==> config.mk <==
export PLATFORM = sky130hd
export DESIGN_NAME = buzzer_key_ctrl_flat
export DESIGN_NICKNAME = d
export VERILOG_FILES = /design/src/rtl/buzzer_key_ctrl_if.sv /design/src/rtl/buzzer_key_ctrl.sv /design/src/flat_wrapper.sv
export SDC_FILE = /design/constraint.sdc
export NUM_CORES = 1
export LEC_CHECK = 0
export CELL_PAD_IN_SITES_DETAIL_PLACEMENT = 0
export CELL_PAD_IN_SITES_GLOBAL_PLACEMENT = 1
export CORE_MARGIN = 2
export CORE_UTILIZATION = 25
export CTS_CLUSTER_DIAMETER = 40
export DETAILED_ROUTE_END_ITERATION = 8
export DONT_BUFFER_PORTS = 1
export PLACE_DENSITY = 0.53
export SYNTH_ARGS = -nofsm -noshare
export SYNTH_HDL_FRONTEND = slang
export SYNTH_SLANG_ARGS = --single-unit
export TNS_END_PERCENT = 30
==> constraint.sdc <==
create_clock -name clk -period 2.75 [get_ports clk]
set_input_delay 0.55 -clock clk [delete_from_list [all_inputs] [get_ports clk]]
set_output_delay 0.55 -clock clk [all_outputs]
set_load 0.01 [all_outputs]
==> src/rtl/buzzer_key_ctrl_if.sv <==
// ----------------------------------------------------------------------------
// buzzer_key_ctrl_if
//
// Bundles the key-event inputs and the buzzer/status outputs of
// buzzer_key_ctrl.
//
//   key_flag   one-cycle strobe, key_value valid and stable
//   key_value  3 debounced key levels, 0 = pressed
//   beep       PWM drive to the passive buzzer, 1 = driven
//   playing    1 while the controller is in PLAY
//   tone_idx   current tone 0..6 (C4..B4)
//   duty_sel   current duty (volume) level 0..3
//
// master: the key source side (debouncer or bench).
// slave : the controller side.
// ----------------------------------------------------------------------------
interface buzzer_key_ctrl_if;
    logic       key_flag;
    logic [2:0] key_value;
    logic       beep;
    logic       playing;
    logic [2:0] tone_idx;
    logic [1:0] duty_sel;

    modport master (
        output key_flag, key_value,
        input  beep, playing, tone_idx, duty_sel
    );

    modport slave (
        input  key_flag, key_value,
        output beep, playing, tone_idx, duty_sel
    );
endinterface

==> src/rtl/buzzer_key_ctrl.sv <==
// ----------------------------------------------------------------------------
// buzzer_key_ctrl
//
// Key-driven PWM buzzer controller. It sits between the key debouncer and the
// buzzer pad. Each debounced key event does one of the following:
//   - toggles play/stop,
//   - steps the duty level (volume),
//   - steps the tone through C4..B4.
// While playing, a PWM square wave at the selected tone is driven on beep.
// Playback stops by itself after PLAY_MS milliseconds without a key event.
//
// Parameters
//   CLK_FREQ  clk frequency in Hz; the tone periods and the ms prescaler
//             are derived from it
//   PLAY_MS   auto-stop timeout in ms (16-bit); 0 disables the timeout
//
// Ports
//   clk    system clock
//   rst_n  asynchronous active-low reset
//   bus    buzzer_key_ctrl_if.slave
//            inputs : key_flag, key_value
//            outputs: beep, playing, tone_idx, duty_sel
// ----------------------------------------------------------------------------
module buzzer_key_ctrl #(
    parameter int unsigned CLK_FREQ = 50_000_000,
    parameter int unsigned PLAY_MS  = 5000
) (
    input  logic              clk,
    input  logic              rst_n,
    buzzer_key_ctrl_if.slave  bus
);

    // ------------------------------------------------------------------------
    // Derived constants
    // ------------------------------------------------------------------------
    // The lowest tone (C4, 262 Hz) has the longest period, so it sets the
    // counter width. The counter is never narrower than 18 bits.
    localparam int unsigned P_MAX   = CLK_FREQ / 262;
    localparam int          CNT_W   = ($clog2(P_MAX + 1) > 18) ? $clog2(P_MAX + 1) : 18;

    localparam int unsigned MS_DIV  = ((CLK_FREQ / 1000) > 0) ? (CLK_FREQ / 1000) : 1;
    localparam int          PRE_W   = ($clog2(MS_DIV) > 0) ? $clog2(MS_DIV) : 1;

    localparam logic [15:0] PLAY_MS_W  = 16'(PLAY_MS);
    localparam bit          TIMEOUT_EN = (PLAY_MS != 0);

    // Tone periods in clk cycles: CLK_FREQ / f, using integer division.
    localparam logic [CNT_W-1:0] P_C4 = CNT_W'(CLK_FREQ / 262);
    localparam logic [CNT_W-1:0] P_D4 = CNT_W'(CLK_FREQ / 294);
    localparam logic [CNT_W-1:0] P_E4 = CNT_W'(CLK_FREQ / 330);
    localparam logic [CNT_W-1:0] P_F4 = CNT_W'(CLK_FREQ / 349);
    localparam logic [CNT_W-1:0] P_G4 = CNT_W'(CLK_FREQ / 392);
    localparam logic [CNT_W-1:0] P_A4 = CNT_W'(CLK_FREQ / 440);
    localparam logic [CNT_W-1:0] P_B4 = CNT_W'(CLK_FREQ / 494);

    typedef enum logic {
        IDLE = 1'b0,
        PLAY = 1'b1
    } state_t;

    // ------------------------------------------------------------------------
    // Signals
    // ------------------------------------------------------------------------
    state_t            state;
    state_t            state_nxt;

    logic [2:0]        tone_idx;
    logic [2:0]        tone_nxt;
    logic [1:0]        duty_sel;
    logic [1:0]        duty_nxt;

    logic              key_evt;
    logic              play_evt;
    logic              duty_evt;
    logic              tone_evt;

    logic [CNT_W-1:0]  cnt;
    logic [CNT_W-1:0]  p_act;
    logic [CNT_W-1:0]  c_act;
    logic [CNT_W-1:0]  p_tab;
    logic [CNT_W-1:0]  c_tab;
    logic [2:0]        duty_shift;
    logic              beep;

    logic [PRE_W-1:0]  pre;
    logic [15:0]       ms_cnt;
    logic              timeout;
    logic              timer_clr;

    logic              enter_play;
    logic              stay_play;
    logic              wrap;

    // ------------------------------------------------------------------------
    // Key decode
    // ------------------------------------------------------------------------
    // Key values are only meaningful on key_flag. The all-released pattern is
    // the release edge of a key and carries no action. When several keys are
    // pressed at once, only one action is taken: key[2] > key[1] > key[0].
    assign key_evt  = bus.key_flag && (bus.key_value != 3'b111);
    assign play_evt = key_evt && !bus.key_value[2];
    assign duty_evt = key_evt &&  bus.key_value[2] && !bus.key_value[1];
    assign tone_evt = key_evt &&  bus.key_value[2] &&  bus.key_value[1] && !bus.key_value[0];

    always_comb begin
        // NOTE: every variable assigned here gets a default first, so no path
        // leaves it unassigned and no latch is inferred.
        tone_nxt = tone_idx;
        duty_nxt = duty_sel;
        if (tone_evt) begin
            tone_nxt = (tone_idx == 3'd6) ? 3'd0 : tone_idx + 3'd1;
        end
        if (duty_evt) begin
            duty_nxt = duty_sel + 2'd1;
        end
    end

    // ------------------------------------------------------------------------
    // FSM
    // ------------------------------------------------------------------------
    // The timeout fires once ms_cnt reaches PLAY_MS. If a stop key and the
    // timeout happen in the same cycle, the result is still a single
    // transition to IDLE.
    assign timeout = TIMEOUT_EN && (state == PLAY) && (ms_cnt == PLAY_MS_W);

    always_comb begin
        state_nxt = state;
        unique case (state)
            IDLE:    if (play_evt)             state_nxt = PLAY;
            PLAY:    if (play_evt || timeout)  state_nxt = IDLE;
            default:                           state_nxt = IDLE;
        endcase
    end

    always_ff @(posedge clk or negedge rst_n) begin
        if (!rst_n) begin
            // NOTE: state is updated with non-blocking assignments, so every
            // clocked block samples the values from before the edge.
            state    <= IDLE;
            tone_idx <= 3'd0;
            duty_sel <= 2'd0;
        end else begin
            state    <= state_nxt;
            tone_idx <= tone_nxt;
            duty_sel <= duty_nxt;
        end
    end

    assign enter_play = (state == IDLE) && (state_nxt == PLAY);
    assign stay_play  = (state == PLAY) && (state_nxt == PLAY);
    assign wrap       = (cnt == p_act - CNT_W'(1));

    // ------------------------------------------------------------------------
    // Tone / duty table
    // ------------------------------------------------------------------------
    // The lookup uses the post-event selections. A key event that lands
    // exactly on a period boundary therefore already shapes the period that
    // begins at that edge.
    always_comb begin
        unique case (tone_nxt)
            3'd0:    p_tab = P_C4;
            3'd1:    p_tab = P_D4;
            3'd2:    p_tab = P_E4;
            3'd3:    p_tab = P_F4;
            3'd4:    p_tab = P_G4;
            3'd5:    p_tab = P_A4;
            default: p_tab = P_B4;
        endcase
        // The shift is widened before the +1, so that duty level 3 shifts
        // by 4 instead of wrapping to a shift of 0.
        duty_shift = {1'b0, duty_nxt} + 3'd1;
        c_tab      = p_tab >> duty_shift;
    end

    // ------------------------------------------------------------------------
    // PWM
    // ------------------------------------------------------------------------
    // p_act/c_act are shadow copies of the table. They reload only when PLAY
    // is entered and at each period wrap. A tone or duty change in the middle
    // of a period never produces a short period or a glitch on beep.
    always_ff @(posedge clk or negedge rst_n) begin
        if (!rst_n) begin
            cnt   <= '0;
            p_act <= '0;
            c_act <= '0;
            beep  <= 1'b0;
        end else begin
            beep <= (state == PLAY) && (cnt < c_act);

            if (enter_play || (stay_play && wrap)) begin
                p_act <= p_tab;
                c_act <= c_tab;
            end

            if (stay_play && !wrap) begin
                cnt <= cnt + CNT_W'(1);
            end else begin
                cnt <= '0;
            end
        end
    end

    // ------------------------------------------------------------------------
    // Auto-stop timer
    // ------------------------------------------------------------------------
    // The timer restarts whenever the player shows activity: entering PLAY,
    // or an accepted tone/duty event while playing. It is held at zero
    // outside PLAY.
    assign timer_clr = (state_nxt != PLAY) || enter_play ||
                       ((state == PLAY) && (duty_evt || tone_evt));

    always_ff @(posedge clk or negedge rst_n) begin
        if (!rst_n) begin
            pre    <= '0;
            ms_cnt <= '0;
        end else if (timer_clr) begin
            pre    <= '0;
            ms_cnt <= '0;
        end else if (pre == PRE_W'(MS_DIV - 1)) begin
            pre    <= '0;
            ms_cnt <= ms_cnt + 16'd1;
        end else begin
            pre    <= pre + PRE_W'(1);
        end
    end

    // ------------------------------------------------------------------------
    // Outputs
    // ------------------------------------------------------------------------
    assign bus.beep     = beep;
    assign bus.playing  = (state == PLAY);
    assign bus.tone_idx = tone_idx;
    assign bus.duty_sel = duty_sel;

endmodule

==> src/flat_wrapper.sv <==
// flat-port wrapper written by rule: the top's interface ports become plain ports
module buzzer_key_ctrl_flat 
#(
    parameter int unsigned CLK_FREQ = 50_000_000,
    parameter int unsigned PLAY_MS  = 5000
)
  (clk, rst_n, bus_key_flag, bus_key_value, bus_beep, bus_playing, bus_tone_idx, bus_duty_sel);
  buzzer_key_ctrl_if bus_i ();
  input  logic clk;
  input  logic rst_n;
  input wire logic [$bits(bus_i.key_flag)-1:0] bus_key_flag;
  input wire logic [$bits(bus_i.key_value)-1:0] bus_key_value;
  output wire logic [$bits(bus_i.beep)-1:0] bus_beep;
  output wire logic [$bits(bus_i.playing)-1:0] bus_playing;
  output wire logic [$bits(bus_i.tone_idx)-1:0] bus_tone_idx;
  output wire logic [$bits(bus_i.duty_sel)-1:0] bus_duty_sel;
  assign bus_i.key_flag = bus_key_flag;
  assign bus_i.key_value = bus_key_value;
  assign bus_beep = bus_i.beep;
  assign bus_playing = bus_i.playing;
  assign bus_tone_idx = bus_i.tone_idx;
  assign bus_duty_sel = bus_i.duty_sel;
  buzzer_key_ctrl #(.CLK_FREQ(CLK_FREQ), .PLAY_MS(PLAY_MS)) u_core (.clk(clk), .rst_n(rst_n), .bus(bus_i));
endmodule
### Word-level counts from Yosys, hierarchy flattened

Index checks and enable logic that the tools add are counted.

| storage, ports and cells | value |
|---|---|
| flip-flop bits (word level) | 93 |
| input bits | 6 |
| logic and storage cells | 66 |
| output and inout bits | 7 |

| operators by class | value |
|---|---|
| reductions and logical operators | 24 |
| shift-type cells | 1 |
| mux-type cells | 12 |
| magnitude comparators | 1 |
| bitwise logic cells | 2 |
| add/subtract/negate cells | 7 |
| eq/ne operators | 10 |

Operators by type and width:

| operator | count |
|---|---|
| case mux 18 bit (6 select lines) | 1 |
| 2-to-1 mux 16 bit | 4 |
| adder 16 x 1 -> 16 bit, second input constant | 2 |
| adder 18 x 1 -> 18 bit, second input constant | 1 |
| == test 18 bit | 1 |
| less-than comparator 18 bit | 1 |
| 2-to-1 mux 18 bit | 1 |
| right shift 18 x 3 -> 18 bit | 1 |
| subtractor 18 x 1 -> 18 bit, second input constant | 1 |
| == test 16 x 13 -> 1 bit, second input constant | 1 |
| == test 16 bit, second input constant | 1 |
| logical AND 1 bit | 13 |
| == test 3 bit, second input constant | 3 |
| == test 3 x 2 -> 1 bit, second input constant | 2 |
| 2-to-1 mux 3 bit | 2 |
| logical OR 1 bit | 5 |
| zero test 1 bit | 4 |
| adder 2 x 1 -> 3 bit, second input constant | 1 |
| adder 3 x 1 -> 3 bit, second input constant | 1 |
| == test 3 x 1 -> 1 bit, second input constant | 1 |
| zero test 3 bit | 1 |
| inequality test 3 bit, second input constant | 1 |
| adder 2 x 1 -> 2 bit, second input constant | 1 |
| 2-to-1 mux 1 bit | 2 |
| 4 further kinds | 5 |

### Logic depth before layout (Yosys ltp)

| logic depth | value |
|---|---|
| depth in word-level cells | 10 |
| depth in mapped cells | 11 |

### Worst setup path after synthesis

No wires, ideal clock.

| path | value |
|---|---|
| path kind | reg-to-reg |
| start point | reg u_core.p_act[14] |
| end point | reg u_core.c_act[0] |
| arrival | 2920 ps |
| path slack | -295 ps |
| cell stages (with the launch flop) | 12 |
| cells stage by stage | dfrtp_1 > inv_1 > ha_1 > or4b_4 > or3_1 > nor4_1 > nor4_1 > or3_1 > o21ba_1 > buf_6 > buf_6 > mux2_4 |

| on the way | value |
|---|---|
| word-level cells in the longest chain between the ends | 4 |

RTL lines:

| item | line | text |
|---|---|---|
| from (decl) | buzzer_key_ctrl.sv:78 | `logic [CNT_W-1:0] p_act;` |
| from (signal assigned) | buzzer_key_ctrl.sv:191 | `p_act <= p_tab;` |
| subtractor 18 x 1 -> 18 bit | buzzer_key_ctrl.sv:151 | `assign wrap = (cnt == p_act - CNT_W'(1));` |
| == test 18 bit | buzzer_key_ctrl.sv:151 |  |
| logical AND 1 bit | buzzer_key_ctrl.sv:190 | `if (enter_play \|\| (stay_play && wrap)) begin` |
| logical OR 1 bit | buzzer_key_ctrl.sv:190 |  |
| to (signal assigned) | buzzer_key_ctrl.sv:192 | `c_act <= c_tab;` |
| to (decl) | buzzer_key_ctrl.sv:79 | `logic [CNT_W-1:0] c_act;` |

No other way between the ends.
A chain may end at the register's enable or synchronous reset.

### Final worst setup path

| path | value |
|---|---|
| start point | reg u_core.p_act[1] |
| end point | reg u_core.p_act[13] |

| on the way | value |
|---|---|
| word-level cells in the longest chain between the ends | 4 |

RTL lines:

| item | line |
|---|---|
| subtractor 18 x 1 -> 18 bit | buzzer_key_ctrl.sv:151 |
| == test 18 bit | buzzer_key_ctrl.sv:151 |
| logical AND 1 bit | buzzer_key_ctrl.sv:190 |
| logical OR 1 bit | buzzer_key_ctrl.sv:190 |

No other way between the ends.

==> results.ini <==
[final_layout]
multi_input_area_um2 = 3450
layout_commonest_cell = nor2_1
nets = 721
drive_gt1_frac = 0.176
final-seq-area_um2 = 2230
fillers = 2445
most-common-layout-cells = nor2_1, dfrtp_1, buf_4
diodes = 0
finalInstanceArea_um2 = 7100
area_delta_synth_final_pct = 20.5

[worst_setup_path]
worstPathArrival_ns = 3.21
start_kind = flop
crit_type = flop to flop
rr_endpoint = u_core.p_act[13]$_DFFE_PN0P_
r2r_cells = 10
crit_start = u_core.p_act[1]$_DFFE_PN0P_
cp.required_ns = 2.99
critPathMaxFanout = 8
r2r-start = u_core.p_act[1]$_DFFE_PN0P_
rrSetupSlack_ns = -0.21
crit_path_end_kind = flop

[floorplan]
initial_core_util = 0.252
dieArea_um2 = 24800
io_pins = 13
dieHeight_um = 158
fp.dieW_um = 158
core_um2 = 23300
rows = 56

[clock_network]
clk_latency_ns = 0.36
clock_path_buffers = 2
numClockSinks = 89
cts_buffers = 9
cts_tree = built
root_buffer = clkbuf_16
clk_pin_slew_ns = 0.07
ctsHtreeMaxLevel = 3

[placed_design]
port_buffers = 0
post-place-ws_ns = -0.258
place_area_um2 = 6580
gp_congestion = 0.847
hpwlAfterDp_um = 11500

[synthesis]
synth_cell_types = 60
ys_ff_latch = 89
netlist_instances = 656
synth_edf_count = 0
ys_seq_area_frac = 0.378
synth_ff_type = dfrtp_1
yosys_warnings = 0
synth_async_sr_flop_share = 1.00
synth_nets = 683
syn_area_um2 = 5890
avgSynthCellArea_um2 = 8.98

[sta]
rsz0062_at_grt = yes
min_period_ns = 2.96
skew_ns = 0.00927
slew_headroom = 0.709
fmax_mhz = 337
post-route-period-util = 1.08
finalSetupViolCount = 32
slew_violations = 0
worstMarginPinSlew_ns = 0.426
hold_violations = 0
whs_ns = 0.113
fin_setup_tns_ns = -6.01
fin_ws_ns = -0.214

[grt]
grt_overflow = 0
grt_pass1_wl_um = 25900
first_global_vias = 4656
grt_use_total = 0.135
antenna_found_initial = 0
grt_max_degree = 90

[power_and_ir_drop]
power.share.switching = 0.409
ir_drop_uv = 560
p_per_area_nw_per_um2 = 895
p_int_w = 0.00375
power.leakage_nw = 3.10
seqPwrFrac = 0.287
comb_power_share = 0.490
p_sw_w = 0.00260
power.share.clock = 0.223

[route]
drc = 0
vias = 4858
antenna_left = 0
wire_per_inst_um = 15.8
drt_pre_antenna_iters = 5
drt_iter0_markers = 280
wl_um = 16000
via_per_inst = 4.77

[run_status]
violations = setup timing
status = complete, but fails checks

[hold_path]
hold_class = input port to asynchronous set/reset pin

[flow_run]
maxCapViolations = 0

-- metal layers --
| metal | vias up | wire length, um | global-route usage |
|---|---|---|---|
| li1 | 2390 | - | - |
| met1 | 2378 | 8230 | 0.200 |
| met2 | 71 | 7080 | 0.196 |
| met3 | 19 | 420 | 0.0195 |
| met4 | 0 | 322 | 0.0545 |
| met5 | - | 0 | 0 |
-- through the flow --
stage / utilization / instances / total power, W
final: 0.304 / 1018 / 0.00636
after global routing: 0.304 / 1018 / 0.00683
after CTS: 0.302 / 1016 / 0.00638
after detailed placement: 0.282 / 995 / 0.00483
after global placement: 0.282 / 995 / 0.00480
after floorplan: - / 656 / 0.00379
-- how the worst max path moves through the flow --
stage,endpoint,slack [ns],cells after the start
5_1_grt,u_core.c_act[9]$_DFFE_PN0P_,-0.29,10
2_1_floorplan,u_core.c_act[0]$_DFFE_PN0P_,-0.25,11
3_3_place_gp,u_core.c_act[11]$_DFFE_PN0P_,-0.20,10
6_report,u_core.p_act[13]$_DFFE_PN0P_,-0.21,10
3_5_place_dp,u_core.p_act[17]$_DFFE_PN0P_,-0.26,10
4_1_cts,u_core.p_act[16]$_DFFE_PN0P_,-0.21,10
-- power groups by stage --
stage,clock [W],combinational (W),sequential [W]
4_1_cts,0.00146,0.00309,0.00182
3_3_place_gp,0,0.00297,0.00183
5_1_grt,0.00151,0.00345,0.00186
2_1_floorplan,0,0.00200,0.00179
6_report,0.00142,0.00311,0.00183
3_5_place_dp,0,0.00299,0.00184
-- sequential cells by signal, indices dropped and copies added, names as in the netlist --
register and cells:
u_core.ms_cnt 16, u_core.bus.tone_idx 3, u_core.bus.playing 1, u_core.cnt 18
u_core.bus.beep 1, u_core.c_act 17, u_core.bus.duty_sel 2, u_core.p_act 15
u_core.pre 16
-- worst max-delay path: stages (launching register included) --
cell	delay, ns
dfrtp_1	0.39
inv_2	0.07
ha_4	0.13
or4b_4	0.49
or3_4	0.36
and4bb_2	0.31
nor4_2	0.05
or3_1	0.32
o21ba_4	0.26
buf_12	0.16
mux2_4	0.29
-- Yosys cell counts (4+ instances only) --
| cell | instances | share of area |
|---|---|---|
| nor2_1 | 100 | 0.064 |
| dfrtp_1 | 89 | 0.38 |
| xor2_1 | 41 | 0.061 |
| nand2_1 | 37 | 0.024 |
| nand3_1 | 33 | 0.028 |
| inv_1 | 31 | 0.020 |
| xnor2_1 | 30 | 0.045 |
| a21oi_1 | 29 | 0.025 |
| clkbuf_1 | 29 | 0.018 |
| o21ai_0 | 29 | 0.025 |
| mux2_4 | 22 | 0.056 |
| ha_1 | 21 | 0.045 |
| and3_1 | 14 | 0.015 |
| nor3_1 | 14 | 0.012 |
| mux2i_1 | 13 | 0.022 |
| nand4_1 | 11 | 0.012 |
| nor4_1 | 9 | 0.0096 |
| a211oi_1 | 7 | 0.0089 |
| nand2b_1 | 7 | 0.0074 |
| a21o_1 | 6 | 0.0076 |
| and2_1 | 5 | 0.0053 |
| buf_6 | 5 | 0.0096 |
| nor2b_1 | 5 | 0.0053 |
| a2111oi_0 | 4 | 0.0059 |
| o211ai_1 | 4 | 0.0051 |
| o221ai_1 | 4 | 0.0059 |
-- cell type report --
| type | count | share of cell area |
|---|---|---|
| Clock buffer | 10 | 0.0337 |
| Clock inverter | 6 | 0.0136 |
| Inverter | 32 | 0.0169 |
| Multi-Input combinational cell | 499 | 0.486 |
| Sequential cell | 89 | 0.314 |
| Tap cell | 319 | 0.0562 |
| Timing Repair Buffer | 63 | 0.0804 |
-- repair_timing --
item                                    CTS  global route
resized for setup                         8             7
gates cloned                              2             1
buffers inserted                          2             1
hold buffers                              1             0
hold endpoints to repair                 89             0
pin swaps                                 0             0
endpoints found under the setup margin   32            50
-- logic make-up (layout without fill, tap and decap cells) --
| kind of cell | after synthesis | count (layout) | share of synthesized area |
|---|---|---|---|
| and+or+nand+nor | 256 | 256 | 0.212 |
| AOI/OAI and AO/OA | 114 | 114 | 0.128 |
| DFF | 89 | 89 | 0.378 |
| xor gates and xnor gates | 71 | 71 | 0.106 |
| buffers and inverters | 68 | 111 | 0.0497 |
| muxes | 37 | 37 | 0.0820 |
| adders and majority gates | 21 | 21 | 0.0446 |
Power figures use the tool's default switching activity.
